### src/rtl/uart_core_cfg.sv
// ---------------------------------------------------------------------------
// uart_core_cfg
// Parametrised full-duplex UART core with configurable data width (5..9),
// parity (0 none / 1 even / 2 odd), TX stop bits (1 or 2) and oversampling.
//
// Ports
//   clk, rst          : system clock (rising edge), asynchronous active-high reset
//   tx_valid/tx_ready : TX handshake; word accepted when both are high
//   tx_data           : TX word, LSB sent first
//   tx_busy           : a TX frame is on the line
//   tx_out            : serial output, idle high
//   rx_in             : serial input straight from the pin (asynchronous)
//   rx_data           : last received word
//   rx_valid          : one-cycle pulse, rx_data and error flags just updated
//   rx_parity_err     : parity mismatch on last frame
//   rx_frame_err      : stop bit sampled low on last frame
//   rx_busy           : RX frame in progress
// ---------------------------------------------------------------------------
module uart_core_cfg #(
    parameter int CLK_FREQ   = 100_000_000,
    parameter int BAUD_RATE  = 115200,
    parameter int DATA_BITS  = 8,
    parameter int PARITY     = 0,
    parameter int STOP_BITS  = 1,
    parameter int OVERSAMPLE = 16
) (
    input  logic                 clk,
    input  logic                 rst,
    input  logic                 tx_valid,
    input  logic [DATA_BITS-1:0] tx_data,
    output logic                 tx_ready,
    output logic                 tx_busy,
    output logic                 tx_out,
    input  logic                 rx_in,
    output logic [DATA_BITS-1:0] rx_data,
    output logic                 rx_valid,
    output logic                 rx_parity_err,
    output logic                 rx_frame_err,
    output logic                 rx_busy
);
    localparam int TICK_RATE = BAUD_RATE * OVERSAMPLE;
    localparam int DIV_RAW   = (CLK_FREQ + TICK_RATE / 2) / TICK_RATE;
    localparam int DIV       = (DIV_RAW < 1) ? 1 : DIV_RAW;
    localparam int BIT_CLKS  = DIV * OVERSAMPLE;
    localparam int CNT_W     = $clog2(BIT_CLKS);
    localparam int DIV_W     = (DIV > 1) ? $clog2(DIV) : 1;
    localparam int SUB_W     = $clog2(OVERSAMPLE);

    // ------------------------------------------------------------------ TX
    typedef enum logic [2:0] {TX_IDLE, TX_START, TX_DATA, TX_PARITY, TX_STOP} tx_state_t;

    tx_state_t            r_tx_state, w_tx_state_next;
    logic [CNT_W-1:0]     r_tx_cnt, w_tx_cnt_next;
    logic [3:0]           r_tx_bit, w_tx_bit_next;
    logic [DATA_BITS-1:0] r_tx_shift, w_tx_shift_next;
    logic                 r_tx_par, w_tx_par_next;
    logic                 r_tx_out, w_tx_out_next;
    logic                 r_tx_busy, w_tx_busy_next;
    logic                 w_tx_bit_end;

    assign w_tx_bit_end = (r_tx_cnt == CNT_W'(BIT_CLKS - 1));

    always_comb begin
        w_tx_state_next = r_tx_state;
        w_tx_cnt_next   = r_tx_cnt + CNT_W'(1);
        w_tx_bit_next   = r_tx_bit;
        w_tx_shift_next = r_tx_shift;
        w_tx_par_next   = r_tx_par;
        w_tx_out_next   = r_tx_out;
        w_tx_busy_next  = r_tx_busy;
        case (r_tx_state)
            TX_IDLE: begin
                w_tx_cnt_next  = '0;
                w_tx_out_next  = 1'b1;
                w_tx_busy_next = 1'b0;
                if (tx_valid) begin
                    w_tx_state_next = TX_START;
                    w_tx_shift_next = tx_data;
                    w_tx_par_next   = (PARITY == 2) ? ~(^tx_data) : (^tx_data);
                    w_tx_bit_next   = '0;
                    w_tx_out_next   = 1'b0;
                    w_tx_busy_next  = 1'b1;
                end
            end
            TX_START: begin
                if (w_tx_bit_end) begin
                    w_tx_state_next = TX_DATA;
                    w_tx_cnt_next   = '0;
                    w_tx_out_next   = r_tx_shift[0];
                end
            end
            TX_DATA: begin
                if (w_tx_bit_end) begin
                    w_tx_cnt_next = '0;
                    if (r_tx_bit == 4'(DATA_BITS - 1)) begin
                        w_tx_bit_next = '0;
                        if (PARITY != 0) begin
                            w_tx_state_next = TX_PARITY;
                            w_tx_out_next   = r_tx_par;
                        end else begin
                            w_tx_state_next = TX_STOP;
                            w_tx_out_next   = 1'b1;
                        end
                    end else begin
                        w_tx_bit_next   = r_tx_bit + 4'd1;
                        w_tx_shift_next = r_tx_shift >> 1;
                        w_tx_out_next   = r_tx_shift[1];
                    end
                end
            end
            TX_PARITY: begin
                if (w_tx_bit_end) begin
                    w_tx_state_next = TX_STOP;
                    w_tx_cnt_next   = '0;
                    w_tx_bit_next   = '0;
                    w_tx_out_next   = 1'b1;
                end
            end
            TX_STOP: begin
                // The final stop clock is spent in IDLE with tx_ready high, so a
                // held tx_valid starts the next frame exactly one bit time after
                // the last stop bit began, with no extra idle cycle.
                if (r_tx_bit == 4'(STOP_BITS - 1) && r_tx_cnt == CNT_W'(BIT_CLKS - 2)) begin
                    w_tx_state_next = TX_IDLE;
                    w_tx_cnt_next   = '0;
                end else if (w_tx_bit_end) begin
                    w_tx_cnt_next = '0;
                    w_tx_bit_next = r_tx_bit + 4'd1;
                end
            end
            default: w_tx_state_next = TX_IDLE;
        endcase
    end

    always_ff @(posedge clk or posedge rst) begin
        if (rst) begin
            r_tx_state <= TX_IDLE;
            r_tx_cnt   <= '0;
            r_tx_bit   <= '0;
            r_tx_shift <= '0;
            r_tx_par   <= 1'b0;
            r_tx_out   <= 1'b1;
            r_tx_busy  <= 1'b0;
        end else begin
            r_tx_state <= w_tx_state_next;
            r_tx_cnt   <= w_tx_cnt_next;
            r_tx_bit   <= w_tx_bit_next;
            r_tx_shift <= w_tx_shift_next;
            r_tx_par   <= w_tx_par_next;
            r_tx_out   <= w_tx_out_next;
            r_tx_busy  <= w_tx_busy_next;
        end
    end

    assign tx_ready = (r_tx_state == TX_IDLE);
    assign tx_busy  = r_tx_busy;
    assign tx_out   = r_tx_out;

    // ------------------------------------------------------------------ RX
    typedef enum logic [2:0] {RX_IDLE, RX_START, RX_DATA, RX_PARITY, RX_STOP,
                              RX_WAIT_HIGH} rx_state_t;

    rx_state_t            r_rx_state, w_rx_state_next;
    logic                 r_sync1, r_sync2, r_rx_s;
    logic [DIV_W-1:0]     r_rx_div, w_rx_div_next;
    logic [SUB_W-1:0]     r_rx_sub, w_rx_sub_next;
    logic [3:0]           r_rx_bit, w_rx_bit_next;
    logic [DATA_BITS-1:0] r_rx_shift, w_rx_shift_next;
    logic                 r_rx_v0, r_rx_v1, r_rx_par, w_rx_par_next;
    logic [DATA_BITS-1:0] r_rx_data, w_rx_data_next;
    logic                 r_rx_valid, w_rx_valid_next;
    logic                 r_rx_perr, w_rx_perr_next;
    logic                 r_rx_ferr, w_rx_ferr_next;
    logic                 w_rx_div_wrap, w_rx_sub_wrap, w_rx_at_v0, w_rx_at_v1;
    logic                 w_rx_decide, w_rx_maj, w_rx_par_exp;

    assign w_rx_div_wrap = (r_rx_div == DIV_W'(DIV - 1));
    assign w_rx_sub_wrap = (r_rx_sub == SUB_W'(OVERSAMPLE - 1));
    // Samples are taken on the first clock of sub-ticks OS/2-1, OS/2, OS/2+1.
    assign w_rx_at_v0    = (r_rx_div == '0) && (r_rx_sub == SUB_W'(OVERSAMPLE / 2 - 1));
    assign w_rx_at_v1    = (r_rx_div == '0) && (r_rx_sub == SUB_W'(OVERSAMPLE / 2));
    assign w_rx_decide   = (r_rx_div == '0) && (r_rx_sub == SUB_W'(OVERSAMPLE / 2 + 1));
    assign w_rx_maj      = (r_rx_v0 & r_rx_v1) | (r_rx_v0 & r_rx_s) | (r_rx_v1 & r_rx_s);
    assign w_rx_par_exp  = (PARITY == 2) ? ~(^r_rx_shift) : (^r_rx_shift);

    always_comb begin
        w_rx_state_next = r_rx_state;
        w_rx_div_next   = w_rx_div_wrap ? '0 : r_rx_div + DIV_W'(1);
        w_rx_sub_next   = r_rx_sub;
        if (w_rx_div_wrap) w_rx_sub_next = w_rx_sub_wrap ? '0 : r_rx_sub + SUB_W'(1);
        w_rx_bit_next   = r_rx_bit;
        w_rx_shift_next = r_rx_shift;
        w_rx_par_next   = r_rx_par;
        w_rx_data_next  = r_rx_data;
        w_rx_valid_next = 1'b0;
        w_rx_perr_next  = r_rx_perr;
        w_rx_ferr_next  = r_rx_ferr;
        case (r_rx_state)
            RX_IDLE: begin
                w_rx_div_next = '0;
                w_rx_sub_next = '0;
                if (r_rx_s && !r_sync2) w_rx_state_next = RX_START;
            end
            RX_START: begin
                if (w_rx_decide) begin
                    w_rx_bit_next   = '0;
                    w_rx_state_next = w_rx_maj ? RX_IDLE : RX_DATA;
                end
            end
            RX_DATA: begin
                if (w_rx_decide) begin
                    w_rx_shift_next = {w_rx_maj, r_rx_shift[DATA_BITS-1:1]};
                    if (r_rx_bit == 4'(DATA_BITS - 1)) begin
                        w_rx_bit_next   = '0;
                        w_rx_state_next = (PARITY != 0) ? RX_PARITY : RX_STOP;
                    end else begin
                        w_rx_bit_next = r_rx_bit + 4'd1;
                    end
                end
            end
            RX_PARITY: begin
                if (w_rx_decide) begin
                    w_rx_par_next   = w_rx_maj;
                    w_rx_state_next = RX_STOP;
                end
            end
            RX_STOP: begin
                if (w_rx_decide) begin
                    w_rx_valid_next = 1'b1;
                    w_rx_data_next  = r_rx_shift;
                    w_rx_perr_next  = (PARITY != 0) ? (r_rx_par != w_rx_par_exp) : 1'b0;
                    w_rx_ferr_next  = ~w_rx_maj;
                    w_rx_state_next = w_rx_maj ? RX_IDLE : RX_WAIT_HIGH;
                    w_rx_div_next   = '0;
                    w_rx_sub_next   = '0;
                end
            end
            RX_WAIT_HIGH: begin
                // Counter measures how long the line has been continuously high.
                if (!r_rx_s) begin
                    w_rx_div_next = '0;
                    w_rx_sub_next = '0;
                end else if (w_rx_div_wrap && w_rx_sub_wrap) begin
                    w_rx_state_next = RX_IDLE;
                end
            end
            default: w_rx_state_next = RX_IDLE;
        endcase
    end

    always_ff @(posedge clk or posedge rst) begin
        if (rst) begin
            r_sync1    <= 1'b1;
            r_sync2    <= 1'b1;
            r_rx_s     <= 1'b1;
            r_rx_state <= RX_IDLE;
            r_rx_div   <= '0;
            r_rx_sub   <= '0;
            r_rx_bit   <= '0;
            r_rx_shift <= '0;
            r_rx_v0    <= 1'b1;
            r_rx_v1    <= 1'b1;
            r_rx_par   <= 1'b0;
            r_rx_data  <= '0;
            r_rx_valid <= 1'b0;
            r_rx_perr  <= 1'b0;
            r_rx_ferr  <= 1'b0;
        end else begin
            r_sync1    <= rx_in;
            r_sync2    <= r_sync1;
            r_rx_s     <= r_sync2;
            r_rx_state <= w_rx_state_next;
            r_rx_div   <= w_rx_div_next;
            r_rx_sub   <= w_rx_sub_next;
            r_rx_bit   <= w_rx_bit_next;
            r_rx_shift <= w_rx_shift_next;
            if (w_rx_at_v0) r_rx_v0 <= r_rx_s;
            if (w_rx_at_v1) r_rx_v1 <= r_rx_s;
            r_rx_par   <= w_rx_par_next;
            r_rx_data  <= w_rx_data_next;
            r_rx_valid <= w_rx_valid_next;
            r_rx_perr  <= w_rx_perr_next;
            r_rx_ferr  <= w_rx_ferr_next;
        end
    end

    assign rx_data       = r_rx_data;
    assign rx_valid      = r_rx_valid;
    assign rx_parity_err = r_rx_perr;
    assign rx_frame_err  = r_rx_ferr;
    assign rx_busy       = (r_rx_state != RX_IDLE);

endmodule

### config.mk
export PLATFORM = sky130hd
export DESIGN_NAME = uart_core_cfg
export DESIGN_NICKNAME = d
export VERILOG_FILES = /design/src/rtl/uart_core_cfg.sv
export SDC_FILE = /design/constraint.sdc
export NUM_CORES = 1
export LEC_CHECK = 0
export CAP_MARGIN = 20
export CORE_ASPECT_RATIO = 0.7
export CORE_MARGIN = 3
export CORE_UTILIZATION = 45
export CTS_CLUSTER_DIAMETER = 200
export DETAILED_ROUTE_END_ITERATION = 6
export DONT_BUFFER_PORTS = 1
export GPL_TIMING_DRIVEN = 1
export PLACE_DENSITY = 0.58
export SKIP_CTS_REPAIR_TIMING = 1
export SYNTH_ARGS = -nofsm -noshare
export SYNTH_HDL_FRONTEND = slang
export SYNTH_SLANG_ARGS = --single-unit
### constraint.sdc
create_clock -name clk -period 2.6 [get_ports clk]
set_clock_uncertainty 0.2 [all_clocks]
set_input_delay 0.52 -clock clk [delete_from_list [all_inputs] [get_ports clk]]
set_output_delay 0.52 -clock clk [all_outputs]
set_load 0.02 [all_outputs]
==> Word-level counts from Yosys, hierarchy flattened <==
Cells that the tools add are included.
{ "totals": {"regBits": 67, "in_bits": 12, "out_inout_bits": 15, "elab_cells": 144} }
{ "op_classes": {"add_sub_neg": 5, "n_eq_ne": 35, "mux": 54, "n_bitwise": 6, "n_reduce_logical": 25} }
{ "ops": {"columns": ["op", "count"], "rows": [
  ["4-bit 2-to-1 mux", 13],
  ["3-bit 2-to-1 mux", 15],
  ["2-bit inequality test, second input constant", 17],
  ["10-bit case mux with 3 select lines", 1],
  ["8-bit 2-to-1 mux", 3],
  ["10-bit equality test, second input constant", 2],
  ["10-bit 2-to-1 mux", 2],
  ["6-bit 2-to-1 mux", 3],
  ["3-bit case mux with 6 select lines", 1],
  ["6-bit case mux with 3 select lines", 1],
  ["4-bit case mux with 4 select lines", 1],
  ["8-bit case mux with 2 select lines", 1],
  ["3-bit case mux with 5 select lines", 1],
  ["4-bit by 1-bit adder with 4-bit output, second input constant", 3],
  ["3-bit by 2-bit equality test with 1-bit output, second input constant", 4],
  ["4-bit by 3-bit equality test with 1-bit output, second input constant", 3],
  ["4-bit equality test, second input constant", 3],
  ["4-bit case mux with 3 select lines", 1],
  ["6-bit AND reduction", 2],
  ["10-bit by 1-bit adder with 10-bit output, second input constant", 1],
  ["3-bit equality test, second input constant", 3],
  ["1-bit 2-to-1 mux", 8],
  ["4-bit case mux with 2 select lines", 1],
  ["4-bit AND reduction", 2],
  ["20 further kinds", 33]
]} }

==> Longest topological paths before layout <==
{ "logic_depth": {"depth_word": 6, "ltp_mapped": 8, "ltp_nobuf": 7} }

==> Worst setup path before layout <==
No wires, ideal clock.
{ "synth_path": {"path_kind": "register -> register", "start": "register r_tx_state[1]", "end": "register r_tx_bit[3]", "setup_ps": 95, "t_arrival_ps": 1752, "required_time_ps": 2305, "path_slack_ps": 552, "stages_incl_launch_ff": 6, "path_buffers": 1, "period_less_slack_ps": 2048, "path_cell_list": "dfrtp_1 buf_2 nor3_1 a22oi_1 nand2b_1 o31ai_1"} }
{ "synth_between": {"elab_chain_len": 3, "elab_cells_between_ends": 12, "classes_between": "eq/ne: 8; mux: 1; reduce/logical: 3"} }
{ "synth_lines": {"columns": ["item", "line", "rtl"], "rows": [
  ["from (decl)", "52", "tx_state_t r_tx_state, w_tx_state_next;"],
  ["from (signal assigned)", "145", "r_tx_state <= w_tx_state_next;"],
  ["3-bit logical NOT (*)", null, null],
  ["via tx_ready", "31", "output logic tx_ready,"],
  ["4-bit nonzero test (no source line) or 2-bit inequality test (tied branches)", null, null],
  ["6-bit AND reduction (no source line)", null, null],
  ["to (signal assigned)", "147", "r_tx_bit <= w_tx_bit_next;"],
  ["to (decl)", "54", "logic [3:0] r_tx_bit, w_tx_bit_next;"]
]} }
Mark *: on every way through the listed nets, which the timed path passes. The rest lies on a longest branch.
A chain may end at the register's enable or synchronous reset.

==> Worst setup path after layout <==
{ "layout_path": {"start": "register r_tx_cnt[0]", "end": "register r_tx_bit[0]"} }
{ "layout_between": {"elab_chain_len": 4, "elab_cells_between_ends": 8, "classes_between": "eq/ne: 6; reduce/logical: 2"} }
{ "layout_lines": {"columns": ["item", "line", "rtl"], "rows": [
  ["from (decl)", "53", "logic [CNT_W-1:0] r_tx_cnt, w_tx_cnt_next;"],
  ["from (signal assigned)", "146", "r_tx_cnt <= w_tx_cnt_next;"],
  ["10-bit equality test", "123", "if (r_tx_bit == 4'(STOP_BITS - 1) && r_tx_cnt == CNT_W'(BIT_CLKS - 2)) begin"],
  ["1-bit logical AND", "123", null],
  ["2-bit inequality test (no source line)", null, null],
  ["6-bit AND reduction (no source line) (*)", null, null]
]} }
Every way passes the cells marked *; elsewhere a longest branch is shown, timed or not.

==> flow_summary.toml <==
[run_status]
status = "complete, no violations"

[critical_path]
crit_type = "reg -> reg"
r2r_cells = 7
start_kind = "register"
crit_fanout = 7
worst_ep_required_time_ns = 2.62
reg2reg_from = "r_tx_cnt[0]$_DFF_PP0_"
r2r_slack_ns = 0.30
cp-end-kind = "register"
crit_arrival_ns = 2.32
reg2reg_to = "r_tx_bit[0]$_DFFE_PP0P_"
crit_start = "r_tx_cnt[0]$_DFF_PP0_"

[cells_and_area]
area.growth.synth_to_final_pct = 9.753
drive_gt1_frac = 0.1570
fillers = 624
finalNetCount = 362
diodes = 0

[clocking]
cts_buffer_depth = 2
cts_root_buf = "clkbuf_8"
htree_num_levels = 3
cts_tree = "done"
clk_latency_ns = 0.35
clk_pin_slew_ns = 0.07
clock-sinks = 67
cts_buffers = 9

[timing]
relSlewSlack = 0.6365
max_freq_ghz = 0.4346
worstMarginPinSlew_ns = 0.5453
hold_viol = 0
rsz0062_at_grt = "false"
min_period_ns = 2.301
drv_slew = 0
post-route-period-util = 0.8849
setup_violations = 0
fin_setup_tns_ns = 0

[global_route]
grt_pass1_vias = 2276
antenna_found_initial = 0
grt_use_total = 0.1646
grt-ovfl-total = 0
grt_pass1_wl_um = 11120
grt_max_degree = 68

[placed_design]
hpwlAfterDp_um = 4277
portBuffers = 0
gp_congestion = 0.7532

[detailed_routing]
drc = 0
first_iter_violations = 169
vias = 2379
wl_per_cell_um = 14.37
viasPerCell = 5.432
dr.pass1.iters = 4
ant_nets = 0
totalWireLength_um = 6294

[synth]
yosys_warnings = 0
avgSynthCellArea_um2 = 10.23
netlist_area_mm2 = 0.003387
ys_ff_latch = 67
ys_types = 63
yosys.area.top_type = "dfrtp_1"
synth_top_family_by_area = "simple AND/OR/NAND/NOR gates"
synthCells = 331
ys_top_cells_by_count = "61 x dfrtp_1, 48 x nand2_1, 27 x nor2_1"
ys_seq_area_frac = 0.4972
yosysTopAreaCellShare = 0.4507
synth_fa_ha_area_frac = 0.04359
synth-main-ff-cell = "dfrtp_1"
synth-edff-count = 0
synthXorXnorAreaFrac = 0.03103
synth_compound_area_frac = 0.1393
synthArstFlopShare = 1.000
synthMuxAreaShare = 0.03990
synth.most_common_cell = "dfrtp_1"
syn_nets = 354
synth_area_leaders = "dfrtp_1 45%, nand2_1 5.3%, dfstp_2 4.7%"
synth-simple-area-share = 0.2187

[floorplan]
die_w_um = 109.7
die_h_um = 78.59
initial_core_util = 0.4834
fp.coreArea_mm2 = 0.007007
rows = 25
ioPinCount = 27
floorplan.die_area_mm2 = 0.008620

[hold_path]
min_from = "tx_valid"
holdPathStages = 1
hp-class = "in -> reg"
min_delay_worst_endpoint = "tx_busy$_DFFE_PP0P_"

[pwr]
irDropWorstVdd_mv = 0.3842
power.density_mw_per_mm2 = 716.0
finalPower_uw = 2662
leakage_uw = 0.001628

[job]
cap_violations = 0
==> registers in the layout, indices dropped and copies added (netlist names) <==
name,flops
r_rx_state,3
rx_frame_err,1
r_rx_v1,1
r_rx_shift,8
r_rx_v0,1
r_sync2,1
rx_valid,1
r_sync1,1
r_tx_bit,4
r_rx_bit,4
r_tx_shift,8
r_rx_div,6
tx_busy,1
r_rx_sub,4
r_tx_state,3
r_rx_s,1
tx_out,1
r_tx_cnt,10
rx_data,8
==> per-layer routing <==
layer,part of all wire,track usage
met3,0.063,0.06574
met5,0,0
met4,0.011,0.04981
met1,0.52,0.2419
met2,0.40,0.2192
==> cell usage in the layout, fill, tap and decap left out, drive strengths merged, types with 3 or more instances in the layout <==
| master | count |
|---|---|
| nor3 | 3 |
| mux2 | 12 |
| buf | 4 |
| inv | 15 |
| nand2b | 5 |
| dfstp | 6 |
| nand3b | 3 |
| nand4 | 6 |
| ha | 11 |
| clkbuf | 9 |
| nand3 | 15 |
| nor2b | 7 |
| o21ai | 18 |
| nor2 | 29 |
| dfrtp | 61 |
| a22o | 4 |
| o22ai | 9 |
| xor2 | 8 |
| and3 | 3 |
| a21oi | 11 |
| a2bb2oi | 7 |
| xnor2 | 4 |
| a31oi | 4 |
| nand2 | 49 |
==> critical path: stages, from the launching register on <==
cell	delay, ns
dfrtp_1	0.42
inv_1	0.07
ha_1	0.13
nor4bb_1	0.44
o21ai_0	0.17
a22oi_1	0.46
nand2b_1	0.19
o21ai_0	0.09
==> report_power, final <==
| group | internal [µW] | leakage, µW | switching [µW] |
|---|---|---|---|
| sequential | 1170 | 0.000856 | 183 |
| clock | 449 | 0.0000962 | 431 |
| combinational | 204 | 0.000676 | 220 |
| total | 1830 | 0.00163 | 834 |
==> cell type report <==
type	count	area, µm²	share of cell area
Clock buffer	9	123.9	0.03332
Multi-Input combinational cell	242	1604	0.4315
Timing Repair Buffer	6	62.56	0.01683
Inverter	13	48.80	0.01313
Tap cell	94	117.6	0.03164
Clock inverter	7	76.32	0.02053
Sequential cell	67	1684	0.4530
==> stage by stage <==
step                      hold slack, ns  std cells  setup WS [ns]  cell area [µm²]    util
after CTS                       -0.07698        436         0.3221             3697  0.5277
after global routing              0.1076        438        0.03195             3717  0.5305
after floorplan                   0.1452        331         0.2068             3387       -
after global placement            0.1468        420         0.4034             3497  0.4991
after detailed placement          0.1468        420         0.3407             3497  0.4991
final                             0.1466        438         0.2992             3717  0.5305
==> how the worst max path moves through the flow <==
stage,cells after the start,slack [ns],endpoint
after floorplan,1,0.21,r_rx_bit[0]$_DFFE_PP0P_
after global placement,7,0.40,r_tx_bit[0]$_DFFE_PP0P_
after detailed placement,7,0.34,r_tx_bit[2]$_DFFE_PP0P_
after CTS,7,0.32,r_tx_bit[0]$_DFFE_PP0P_
after global routing,7,0.03,r_tx_bit[0]$_DFFE_PP0P_
final,7,0.30,r_tx_bit[0]$_DFFE_PP0P_
==> cell families (layout without fill, tap and decap cells) <==
group / count (synthesis) / after routing
AOI/OAI and AO/OA: 68 / 68
xor gates and xnor gates: 12 / 12
adders and majority gates: 12 / 12
buffers and inverters: 22 / 35
DFF: 67 / 67
muxes: 12 / 12
other: 1 / 1
and+or+nand+nor: 137 / 137
Power figures use the tool's default switching activity.
